<file path="config.mk">
export PLATFORM = sky130hd
export DESIGN_NAME = pac_draw_ctrl
export DESIGN_NICKNAME = d
export VERILOG_FILES = /design/src/rtl/pac_pkg.sv /design/src/rtl/sprite_walker.sv /design/src/rtl/pac_draw_ctrl.sv
export SDC_FILE = /design/constraint.sdc
export NUM_CORES = 1
export LEC_CHECK = 0
export CAP_MARGIN = 20
export CORE_UTILIZATION = 42
export CTS_CLUSTER_DIAMETER = 100
export CTS_CLUSTER_SIZE = 20
export DETAILED_ROUTE_END_ITERATION = 6
export PLACE_DENSITY_LB_ADDON = 0.08
export SLEW_MARGIN = 5
export SYNTH_ARGS = -nofsm -noshare
export SYNTH_HDL_FRONTEND = slang
export SYNTH_SLANG_ARGS = --single-unit
export TNS_END_PERCENT = 30
</file>
<file path="constraint.sdc">
create_clock -name clock -period 4 [get_ports clock]
set_input_delay 0.8 -clock clock [delete_from_list [all_inputs] [get_ports clock]]
set_output_delay 0.8 -clock clock [all_outputs]
set_load 0.02 [all_outputs]
</file>
<file path="src/rtl/pac_pkg.sv">
// Shared definitions for the Pac-Man sprite draw sequencer:
// directions, sprite geometry, colours, start position and FSM states.
package pac_pkg;

  localparam logic [1:0] DIR_RIGHT = 2'd0;
  localparam logic [1:0] DIR_UP    = 2'd1;
  localparam logic [1:0] DIR_LEFT  = 2'd2;
  localparam logic [1:0] DIR_DOWN  = 2'd3;

  localparam int SPRITE_W    = 5;
  localparam int SPRITE_BITS = 25;

  localparam logic [2:0] PAC_COLOUR = 3'b110;
  localparam logic [2:0] BG_COLOUR  = 3'b000;

  localparam logic [7:0] INIT_X = 8'd78;
  localparam logic [6:0] INIT_Y = 7'd58;

  typedef enum logic [2:0] {
    IDLE,
    ERASE,
    ROTATE,
    SETTLE,
    DRAW,
    CLEAR,
    DONE
  } state_t;

  // Bitmap is stored row-major with row0/col0 in the MSB.
  function automatic logic [4:0] spriteBit(input logic [2:0] row, input logic [2:0] col);
    logic [4:0] idx;
    idx = ({2'b00, row} * 5'd5) + {2'b00, col};
    return 5'(SPRITE_BITS - 1) - idx;
  endfunction

endpackage

</file>
<file path="src/rtl/sprite_walker.sv">
// Row/column walker over the 5x5 sprite, shared by the erase and draw passes.
module sprite_walker
  import pac_pkg::*;
(
  input  logic       clock,
  input  logic       resetn,
  input  logic       clear,
  input  logic       step,
  output logic [2:0] row,
  output logic [2:0] col,
  output logic       last
);

  logic [2:0] r_row;
  logic [2:0] r_col;

  always_ff @(posedge clock) begin
    if (!resetn || clear) begin
      r_row <= 3'd0;
      r_col <= 3'd0;
    end else if (step) begin
      if (r_col == 3'(SPRITE_W - 1)) begin
        r_col <= 3'd0;
        r_row <= r_row + 3'd1;
      end else begin
        r_col <= r_col + 3'd1;
      end
    end
  end

  assign row  = r_row;
  assign col  = r_col;
  assign last = (r_row == 3'(SPRITE_W - 1)) && (r_col == 3'(SPRITE_W - 1));

endmodule

</file>
<file path="src/rtl/pac_draw_ctrl.sv">
// Sequencer driving the sprite shifter and framebuffer write port:
// erase old sprite, rotate/animate, draw new sprite, or erase-and-clear on hide.
module pac_draw_ctrl
  import pac_pkg::*;
(
  input  logic                   clock,
  input  logic                   resetn,
  input  logic                   start,
  input  logic                   hide,
  input  logic [7:0]             new_x,
  input  logic [6:0]             new_y,
  input  logic [1:0]             new_dir,
  input  logic [SPRITE_BITS-1:0] sprite,
  output logic                   shift_en,
  output logic                   shift_erase,
  output logic [1:0]             rotation,
  output logic [7:0]             vga_x,
  output logic [6:0]             vga_y,
  output logic [2:0]             vga_colour,
  output logic                   vga_plot,
  output logic                   busy,
  output logic                   done
);

  state_t r_state;
  state_t w_nextState;

  logic       r_hideQ;
  logic [7:0] r_newX;
  logic [6:0] r_newY;
  logic [1:0] r_newDir;
  logic [7:0] r_oldX;
  logic [6:0] r_oldY;

  logic       r_shiftEn;
  logic       r_shiftErase;
  logic [1:0] r_rotation;
  logic [7:0] r_vgaX;
  logic [6:0] r_vgaY;
  logic [2:0] r_vgaColour;
  logic       r_vgaPlot;
  logic       r_busy;
  logic       r_done;

  logic [2:0] w_row;
  logic [2:0] w_col;
  logic       w_last;
  logic       w_walkClear;
  logic       w_walkStep;
  logic       w_req;

  logic       w_plot;
  logic [7:0] w_x;
  logic [6:0] w_y;
  logic [2:0] w_colour;
  logic       w_shiftEn;
  logic       w_shiftErase;
  logic       w_busy;
  logic       w_done;

  sprite_walker u_walker (
    .clock  (clock),
    .resetn (resetn),
    .clear  (w_walkClear),
    .step   (w_walkStep),
    .row    (w_row),
    .col    (w_col),
    .last   (w_last)
  );

  // The registered busy flag still covers the done cycle, so gating on it
  // drops a request that lands while done is showing.
  assign w_req = (start | hide) & ~r_busy;

  always_ff @(posedge clock) begin
    if (!resetn) r_state <= IDLE;
    else         r_state <= w_nextState;
  end

  // Outputs are computed one edge ahead so every port comes straight from a flop;
  // the first erase pixel is therefore issued on the accepting edge.
  always_comb begin
    w_nextState  = r_state;
    w_walkClear  = 1'b0;
    w_walkStep   = 1'b0;
    w_plot       = 1'b0;
    w_x          = r_vgaX;
    w_y          = r_vgaY;
    w_colour     = r_vgaColour;
    w_shiftEn    = 1'b0;
    w_shiftErase = 1'b0;
    w_done       = 1'b0;
    w_busy       = 1'b1;
    case (r_state)
      IDLE: begin
        w_busy = w_req;
        if (w_req) begin
          w_nextState = ERASE;
          w_walkStep  = 1'b1;
          w_plot      = 1'b1;
          w_x         = r_oldX + {5'b00000, w_col};
          w_y         = r_oldY + {4'b0000, w_row};
          w_colour    = BG_COLOUR;
        end else begin
          w_walkClear = 1'b1;
        end
      end
      ERASE: begin
        w_plot   = 1'b1;
        w_x      = r_oldX + {5'b00000, w_col};
        w_y      = r_oldY + {4'b0000, w_row};
        w_colour = BG_COLOUR;
        if (w_last) begin
          w_walkClear = 1'b1;
          w_nextState = r_hideQ ? CLEAR : ROTATE;
        end else begin
          w_walkStep = 1'b1;
        end
      end
      ROTATE: begin
        w_shiftEn   = 1'b1;
        w_walkClear = 1'b1;
        w_nextState = SETTLE;
      end
      SETTLE: begin
        w_walkClear = 1'b1;
        w_nextState = DRAW;
      end
      DRAW: begin
        w_plot   = 1'b1;
        w_x      = r_newX + {5'b00000, w_col};
        w_y      = r_newY + {4'b0000, w_row};
        w_colour = sprite[spriteBit(w_row, w_col)] ? PAC_COLOUR : BG_COLOUR;
        if (w_last) begin
          w_walkClear = 1'b1;
          w_nextState = DONE;
        end else begin
          w_walkStep = 1'b1;
        end
      end
      CLEAR: begin
        w_shiftErase = 1'b1;
        w_walkClear  = 1'b1;
        w_nextState  = DONE;
      end
      DONE: begin
        w_done      = 1'b1;
        w_walkClear = 1'b1;
        w_nextState = IDLE;
      end
      default: begin
        w_walkClear = 1'b1;
        w_nextState = IDLE;
      end
    endcase
  end

  always_ff @(posedge clock) begin
    if (!resetn) begin
      r_hideQ      <= 1'b0;
      r_newX       <= 8'd0;
      r_newY       <= 7'd0;
      r_newDir     <= DIR_RIGHT;
      r_oldX       <= INIT_X;
      r_oldY       <= INIT_Y;
      r_shiftEn    <= 1'b0;
      r_shiftErase <= 1'b0;
      r_rotation   <= DIR_RIGHT;
      r_vgaX       <= 8'd0;
      r_vgaY       <= 7'd0;
      r_vgaColour  <= BG_COLOUR;
      r_vgaPlot    <= 1'b0;
      r_busy       <= 1'b0;
      r_done       <= 1'b0;
    end else begin
      r_shiftEn    <= w_shiftEn;
      r_shiftErase <= w_shiftErase;
      r_vgaX       <= w_x;
      r_vgaY       <= w_y;
      r_vgaColour  <= w_colour;
      r_vgaPlot    <= w_plot;
      r_busy       <= w_busy;
      r_done       <= w_done;
      if (r_state == IDLE && w_req) begin
        r_hideQ <= hide;
        if (!hide) begin
          r_newX   <= new_x;
          r_newY   <= new_y;
          r_newDir <= new_dir;
        end
      end
      if (r_state == ROTATE) r_rotation <= r_newDir;
      if (r_state == DRAW && w_last) begin
        r_oldX <= r_newX;
        r_oldY <= r_newY;
      end
    end
  end

  assign shift_en    = r_shiftEn;
  assign shift_erase = r_shiftErase;
  assign rotation    = r_rotation;
  assign vga_x       = r_vgaX;
  assign vga_y       = r_vgaY;
  assign vga_colour  = r_vgaColour;
  assign vga_plot    = r_vgaPlot;
  assign busy        = r_busy;
  assign done        = r_done;

endmodule

</file>
# Word level (Yosys, flattened, before mapping)
# Cells that the tools add are included.
# classes
n_mux	26
n_reduce_logical	12
multipliers	1
add_sub_neg	8
magnitude_cmp	1
n_eq_ne	11
bitwise_logic	4
# op_table
cell	count
$pmux W8 S3	1
$mux W3	7
$pmux W7 S3	1
$pmux W3 S6	1
$add A8 B3 Y8	2
$eq A3 B3 Y1 const B	5
$add A7 B3 Y7	2
$mux W1	9
$pmux W3 S3	1
$mux W8	1
$mux W7	1
$add A3 B1 Y3 const B	2
$eq A3 B2 Y1 const B	2
$lt A5 B6 Y1 const B	1
$ne A2 B2 Y1 const B	3
$pmux W1 S2	3
$reduce_and A2 Y1	3
$add A5 B3 Y5	1
$bmux W1 S5	1
$mul A3 B3 Y5 const B	1
$sub A5 B5 Y5 const A	1
$eq A3 B1 Y1 const B	1
$logic_and A1 B1 Y1	3
$logic_not A3 Y1	1
8 further kinds	9
# word_totals
elab_cells	81
reg_bits	67
output_inout_bits	25

# Depth between registers and ports, before layout
# Gate-level depths: netlist of the first run.
# depth
depth_word	7
depth_mapped	11
depth_no_buf	11

# Modules after synthesis
# Synthesis of the first run repeated with hierarchy kept, for this count alone.
# unflattened
hier_cells	412
hier_area_um2	3512.1
# modules_own_cells
module	area_per_inst_um2	n_inst	seq_area_each_um2	cells_per_inst
pac_draw_ctrl	3191.8	1	1181.1	376
sprite_walker	320.3	1	120.1	36

# Worst setup path after synthesis of the first run
# OpenSTA, ideal clock, no wires.
# synth_path
path_kind	reg2reg
from	register u_walker.r_col[2], in the netlist u_walker.col[2]
to	register r_vgaColour[1], in the netlist vga_colour[1]
setup_time_ps	115
path_slack_ps	1245
t_arrival_ps	2640
path_stages_with_launch	9
n_path_buf	1
synth_period_minus_slack_ps	2755
cell_sequence	dfxtp_1 > ha_1 > inv_1 > fa_1 > ha_1 > clkbuf_1 > mux4_2 > mux4_2 > o21a_1
# synth_between
elab_chain_cells	6
# synth_rtl
item	line_no	source
start, declared	sprite_walker.sv:15	logic [2:0] r_col;
start signal, assigned	sprite_walker.sv:26	r_col <= r_col + 3'd1;
$add A5 B3 Y5	pac_pkg.sv:32	idx = ({2'b00, row} * 5'd5) + {2'b00, col};
$sub A5 B5 Y5	pac_pkg.sv:33	return 5'(SPRITE_BITS - 1) - idx;
$bmux W1 S5	pac_draw_ctrl.sv:133	w_colour = sprite[spriteBit(w_row, w_col)] ? PAC_COLOUR : BG_COLOUR;
$mux W1 (implied by the code)	pac_draw_ctrl.sv:133	
$mux W3	pac_draw_ctrl.sv:133	
$pmux W3 S3	pac_draw_ctrl.sv:94	case (r_state)
end signal, assigned	pac_draw_ctrl.sv:180	r_vgaColour <= w_colour;
end, declared	pac_draw_ctrl.sv:40	logic [2:0] r_vgaColour;
# No other way between the ends. The select of a mux whose other input is x is not followed.
# A chain may end at the register's enable or synchronous reset.

# Worst setup path after layout of the first run
# layout_path
from	register r_state[2]
to	register r_vgaX[5], in the netlist vga_x[5]
# layout_between
elab_chain_cells	3
word_cells_on_any_way	7
cone_classes	eq/ne: 3; mux: 1; reduce/logical: 3
# layout_rtl
item	line_no	source
start, declared	pac_draw_ctrl.sv:25	state_t r_state;
start signal, assigned	pac_draw_ctrl.sv:77	else r_state <= w_nextState;
$eq A3 B3 Y1 (tied with other cells)	pac_draw_ctrl.sv:94	
$reduce_bool A3 Y1 (no source line) / $ne A2 B2 Y1 (equally long branches)	n/a	
$reduce_and A2 Y1 (no source line)	n/a	
end signal, assigned	pac_draw_ctrl.sv:178	r_vgaX <= w_x;
end, declared	pac_draw_ctrl.sv:38	logic [7:0] r_vgaX;
# Parallel ways exist; a longest one is shown, timed or not.

==> reports/qor.yml, run 1 <==
synth-async-reset-ratio_pct: 0
fillerInstances: 729
gr-total-overflow: 0
hpwlAfterDp_um: 5547
layout_commonest_cell: "clkdlybuf4s50_1"
relSlewSlack_pct: 49.25
cts-root-buf: "clkbuf_8"
cp.arrival_ns: 3.35
tightest_slew_ns: 0.7613
hold_buffers: 0
grt_pass1_wl_um: 12920
grt_pass1_vias: 2633
place_area_sq_mm: 0.004074
viasPerCell: 5.084
dr.pass1.iters: 5
gp_congestion: 0.7901
regToRegSetupSlack_ns: 0.90
synth_fp_nets: 430
slew_viol_final: 0
area_delta_synth_final_pct: 28.87
remaining_drc_errors: 0
whs_path_depth: 2
clock_skew_ns: 0.005509
cts_buffers: 9
antenna_left: 0
period_share_pct: 77.38
post_cts_resized: 0
antenna_cells: 0
dr_total_vias: 2710
start_util_pct: 43.18
max_freq_ghz: 0.3231
drtIter0Drc: 128
wirelength_um: 7490
synth-seq-cells: 65
drive_gt1_share_pct: 9.281
clk_pin_slew_ns: 0.07
path_max_fanout: 14
start_kind: "flop"
cts_max_path_buffers: 2
synthDistinctLibCells: 47
fin_crit_ns: 3.095
grt_usage_pct: 19.87
pwr_density_cell_mw_per_mm2: 354.1
clock_latency_ns: 0.33
syn_inst: 363
synth_area_sq_mm: 0.003319
peakVddDrop_mv: 0.1922
synth.avg_cell_area_sq_um: 9.144
core_sq_mm: 0.007687
clock_sinks: 65
setup_tns_ns: 0
cts_post_setup_buffers_inserted: 0
grt_max_degree: 26
yosysSeqAreaShare_pct: 39.20
timing.final.setup_violations: 0
r2r-end: "vga_x[5]"
r2r_cells: 9
ys_warn_count: 0
p_leak_nw: 1.654
run_status: "finished clean"
hp-class: "flop to flop"
path_class: "flop to flop"
die_area_sq_mm: 0.008263
rsz0062_at_grt: "no"
num_rows: 32
min_to: "rotation[0]"
synth_edf_count: 0
wl_per_cell_um: 14.05
fin_area_sq_mm: 0.004278
die_x_um: 90.90
timing.rr.start: "r_state[2]"
max_cap_violations: 0
final_cell_mix: "clkdlybuf4s50_1 (69), dfxtp_1 (65), nand2_1 (54)"
synth_ff_type: "dfxtp_1"
antenna_found_initial: 0
die_h_um: 90.90
h-tree-depth: 3
io_buffer_count: 69
cp-end-kind: "flop"
hold_start: "rotation[0]"
io_pins: 71
hold_viol_final: 0
fin_nets: 493
cts_tree: "done"
required_ns: 4.26
==> power by group <==
part           switching, mW  total, mW  internal, mW  leakage, nW
logic                  0.121      0.255         0.134         1.02
registers             0.0251      0.700         0.675        0.530
clock network          0.253      0.560         0.307        0.107
==> flip-flops by register name, indices dropped and copies added, names as in the netlist <==
register      flops
done              1
vga_plot          1
vga_x             8
vga_y             7
r_oldY            7
u_walker.col      3
r_newX            8
r_oldX            8
rotation          2
r_hideQ           1
shift_en          1
u_walker.row      3
vga_colour        1
r_newY            7
r_state           3
shift_erase       1
r_newDir          2
busy              1
==> synthesized netlist by cell type, drive strengths merged, types with 2 or more instances <==
library cell,instances,area (sq um)
a211oi,3,22.52
a21boi,3,22.52
a21o,2,15.01
a21oi,19,95.09
a31oi,2,12.51
and2,3,18.77
buf,8,53.80
clkbuf,14,52.55
dfxtp,65,1301
fa,4,80.08
ha,17,212.7
inv,14,52.55
mux2,8,90.09
mux2i,30,300.3
mux4,5,112.6
nand2,54,202.7
nand3,24,120.1
nand3b,4,30.03
nand4,2,12.51
nor2,34,135.1
nor3,3,15.01
nor3b,3,33.78
nor4,4,25.02
o211a,2,20.02
o211ai,2,15.01
o21ai,8,40.04
o31ai,2,15.01
or3,2,12.51
xnor2,7,61.31
xor2,5,43.79
==> area by class of cell <==
| class | count | area, sq um | share of cell area, % |
|---|---|---|---|
| clock buffers | 10 | 137.6 | 3.217 |
| clock inverters | 6 | 66.31 | 1.550 |
| inverters | 14 | 52.55 | 1.228 |
| multi-input cells | 262 | 1864 | 43.58 |
| flip-flops and latches | 65 | 1301 | 30.42 |
| well taps | 102 | 127.6 | 2.983 |
| repair buffers | 74 | 728.2 | 17.02 |
==> cells by family after synthesis <==
family	count (synthesis)	share of synthesized area [%]
simple gates	136	18.88
flops	65	39.20
compound gates	49	9.875
mux	43	15.15
buf+inv	36	4.787
fa+ha+maj	21	8.820
xor+xnor	12	3.166
other cells	1	0.1130
==> worst max-delay path by stage <==
stage	startpoint	to	slack, ns
CTS	r_state[2]	vga_x[5]	0.92
detailed placement	r_state[2]	vga_x[5]	0.94
global route	r_state[2]	vga_x[5]	0.66
finish	r_state[2]	vga_x[5]	0.90
floorplan	u_walker.col[2]	vga_colour[1]	1.24
global placement	r_state[2]	vga_x[5]	1.01
==> worst max-delay path, cell delays in order (launching register included) <==
cell and delay, ns:
dfxtp_1 0.59, nor3b_4 0.50, buf_4 0.26, mux2_2 0.37
ha_1 0.28, a21o_1 0.18, a21oi_1 0.41, a21oi_1 0.10
xor2_1 0.18, o21ai_0 0.15
==> per-layer routing <==
layer | vias to the layer above | wire length [um] | GRT usage (%)
met2 | 53 | 3507 | 32.95
met1 | 1271 | 3603 | 26.27
met3 | 7 | 298 | 3.114
met4 | 0 | 80 | 6.746
li1 | 1379 | - | -
met5 | - | 0 | 0
==> through the flow <==
stage,util [%],total power [mW],cells,worst slack [ns],hold WS (ns)
after floorplan,-,0.8599,363,1.245,0.4338
after detailed placement,52.99,0.9735,517,0.9403,0.4465
after global routing,55.65,1.596,533,0.6552,0.4802
final,55.65,1.515,533,0.9046,0.4544
after CTS,55.65,1.536,533,0.9223,0.4569
after global placement,52.99,0.9676,517,1.012,0.4408
Note: power is estimated with default switching activity, not from simulation.
==> inputs of run 2 (changes only) <==
==> constraint.sdc (replaced) <==
create_clock -name clock -period 2.6 [get_ports clock]
set_input_delay 0.52 -clock clock [delete_from_list [all_inputs] [get_ports clock]]
set_output_delay 0.52 -clock clock [all_outputs]
set_load 0.02 [all_outputs]
==> reports/qor.yml, run 2 (same netlist as run 1, synthesis figures left out) <==
run_status: "complete, but fails checks"  # was finished clean
violations: "negative setup slack"
wirelength_um: 7863  # was 7490 um
gp_congestion: 0.7946  # was 0.7901
timing.final.setup_violations: 1  # was 0
remaining_drc_errors: 0  # unchanged
p_total_mw: 2.314  # was 1.515 mW
hpwlAfterDp_um: 5772  # was 5547 um
clock_latency_ns: 0.35  # was 0.33 ns
timing.rr.start: "u_walker.col[2]"  # was r_state[2]
path_class: "flop to flop"  # unchanged
slowest_stage: "fa_2"  # was dfxtp_1
cts_post_setup_buffers_inserted: 0  # unchanged
path_max_fanout: 3  # was 14
io_buffer_count: 69  # unchanged
r2r_cells: 8  # was 9
drtIter0Drc: 97  # was 128
slowest_delay_ns: 0.57  # was 0.59 ns
cts_tree: "done"  # unchanged
start_util_pct: 43.18  # unchanged
core_sq_mm: 0.007687  # unchanged
whs_path_depth: 2  # unchanged
slew_viol_final: 0  # unchanged
viasPerCell: 4.945  # was 5.084
num_rows: 32  # unchanged
grt_usage_pct: 20.34  # was 19.87%
regToRegSetupSlack_ns: -0.09  # was 0.90 ns
die_area_sq_mm: 0.008263  # unchanged
met3_usage_pct: 4.461  # was 3.114%
max_freq_ghz: 0.3717  # was 0.3231 GHz
rsz0062_at_grt: "yes"  # was no
pwr_density_cell_mw_per_mm2: 520.1  # was 354.1 mW/mm^2
critPathMostFrequentCell: "inv_2"  # was a21oi_1
hp-class: "flop to flop"  # unchanged
cp-end-kind: "flop"  # unchanged
relSlewSlack_pct: 58.17  # was 49.25%
grt_max_degree: 25  # was 26
final_util_pct: 57.88  # was 55.65%
die_h_um: 90.90  # unchanged
io_pins: 71  # unchanged
cts_max_path_buffers: 2  # unchanged
fillerInstances: 733  # was 729
cts_buffers: 9  # unchanged
hold_start: "r_oldY[2]"  # was rotation[0]
setup_ws_ns: -0.09016  # was 0.9046 ns
h-tree-depth: 3  # unchanged
clock_skew_ns: 0.004862  # was 0.005509 ns
tightest_slew_ns: 0.6275  # was 0.7613 ns
die_x_um: 90.90  # unchanged
layout_commonest_cell: "clkdlybuf4s50_1"  # unchanged
p_leak_nw: 1.729  # was 1.654 nW
crit_chain: "ha_4 > inv_2 > fa_1 > ha_2 > inv_2 > fa_2 > mux4_2 > o21a_1"  # was nor3b_4 > buf_4 > mux2_2 > ha_1 > a21o_1 > a21oi_1 > a21oi_1 > xor2_1 > o21ai_0
grt_pass1_wl_um: 13110  # was 12,920 um
antenna_found_initial: 0  # unchanged
cp.arrival_ns: 2.93  # was 3.35 ns
fin_nets: 510  # was 493
area_delta_synth_final_pct: 34.04  # was 28.87%
timing.hold.ws_ns: 0.4592  # was 0.4544 ns
drive_gt1_share_pct: 14.96  # was 9.281%
required_ns: 2.84  # was 4.26 ns
gr-total-overflow: 0  # unchanged
grt_pass1_vias: 2652  # was 2,633
busiest_layer: "met2"  # unchanged
min_to: "r_oldY[2]"  # was rotation[0]
wl_per_cell_um: 14.30  # was 14.05 um
peakVddDrop_mv: 0.2340  # was 0.1922 mV
dr_total_vias: 2720  # was 2,710
period_share_pct: 103.5  # was 77.38%
use_met2_pct: 31.94  # was 32.95%
fin_crit_ns: 2.690  # was 3.095 ns
clock_sinks: 65  # unchanged
dr.pass1.iters: 4  # was 5
cts-root-buf: "clkbuf_8"  # unchanged
start_kind: "flop"  # unchanged
hold_buffers: 0  # unchanged
r2r-end: "vga_colour[1]"  # was vga_x[5]
clk_pin_slew_ns: 0.07  # about the same
hold_viol_final: 0  # unchanged
antenna_cells: 0  # unchanged
antenna_left: 0  # unchanged
grtUsageMet1_pct: 27.54  # was 26.27%
max_cap_violations: 0  # unchanged
final_cell_mix: "clkdlybuf4s50_1 (69), dfxtp_1 (62), nand2_1 (54)"  # was clkdlybuf4s50_1 (69), dfxtp_1 (65), nand2_1 (54)
## run 2: cell types whose count changed in the layout (fill, tap and decap cells not counted), moves of 2 or more
cell	delta
a21oi_2	+2
inv_1	-2
dfxtp_2	+2
fa_1	-2
clkbuf_1	+2
inv_2	+2
ha_1	-2
buf_4	+15
a21oi_1	-2
dfxtp_1	-3
buf_12	+2
fa_2	+2
## run 2: per-stage QoR
step / instance area [sq um] / setup TNS (ns) / cells / worst slack (ns)
floorplan: 3349 / -0.03787 / 363 / -0.02751
global placement: 4253 / -0.05274 / 534 / -0.05274
detailed placement: 4253 / -0.1181 / 534 / -0.1181
CTS: 4438 / -0.08155 / 550 / -0.08155
global route: 4449 / -0.3127 / 550 / -0.1617
finish: 4449 / -0.09016 / 550 / -0.09016
## run 2: worst max-delay path, delay by kind of cell (launching register included)
family | cells | cell delay, ns
fa+ha+maj | 4 | 1.47
flops | 1 | 0.35
mux | 1 | 0.51
compound gates | 1 | 0.19
buf+inv | 2 | 0.07
## run 2: worst max-delay path by stage
| stage | start | to | slack [ns] | depth (start not counted) |
|---|---|---|---|---|
| 2_1_floorplan | u_walker.col[2] | vga_colour[1] | -0.03 | 8 |
| 3_3_place_gp | u_walker.col[2] | vga_colour[1] | -0.05 | 8 |
| 3_5_place_dp | u_walker.col[2] | vga_colour[1] | -0.12 | 8 |
| 4_1_cts | u_walker.col[2] | vga_colour[1] | -0.08 | 8 |
| 5_1_grt | u_walker.col[2] | vga_colour[1] | -0.16 | 8 |
| 6_report | u_walker.col[2] | vga_colour[1] | -0.09 | 8 |
## run 2: area by class of cell
class / instances / area [sq um] / share of cell area [%]
Clock inverter: 4 / 26.28 / 0.5906
Tap cell: 102 / 127.6 / 2.868
Inverter: 14 / 52.55 / 1.181
Clock buffer: 12 / 156.4 / 3.515
Timing Repair Buffer: 91 / 880.8 / 19.80
Multi-Input combinational cell: 262 / 1898 / 42.66
Sequential cell: 65 / 1308 / 29.39
## run 2: metal layers
metal  up-vias  routed length [um]
li1       1408                   -
met1      1262                3964
met2        41                3580
met3         9                 208
met4         0                 110
met5         -                   0
## run 2: where the power goes
group	switching [mW]	internal [mW]	leakage [nW]	total [mW]
Sequential	0.0297	1.04	0.532	1.07
Combinational	0.205	0.238	1.11	0.443
Clock	0.401	0.403	0.0915	0.804
## run 2: what timing repair did
action / CTS / global route
pin swaps: 1 / 1
endpoints found under the setup margin: 1 / 5
gates resized for setup: 3 / 3
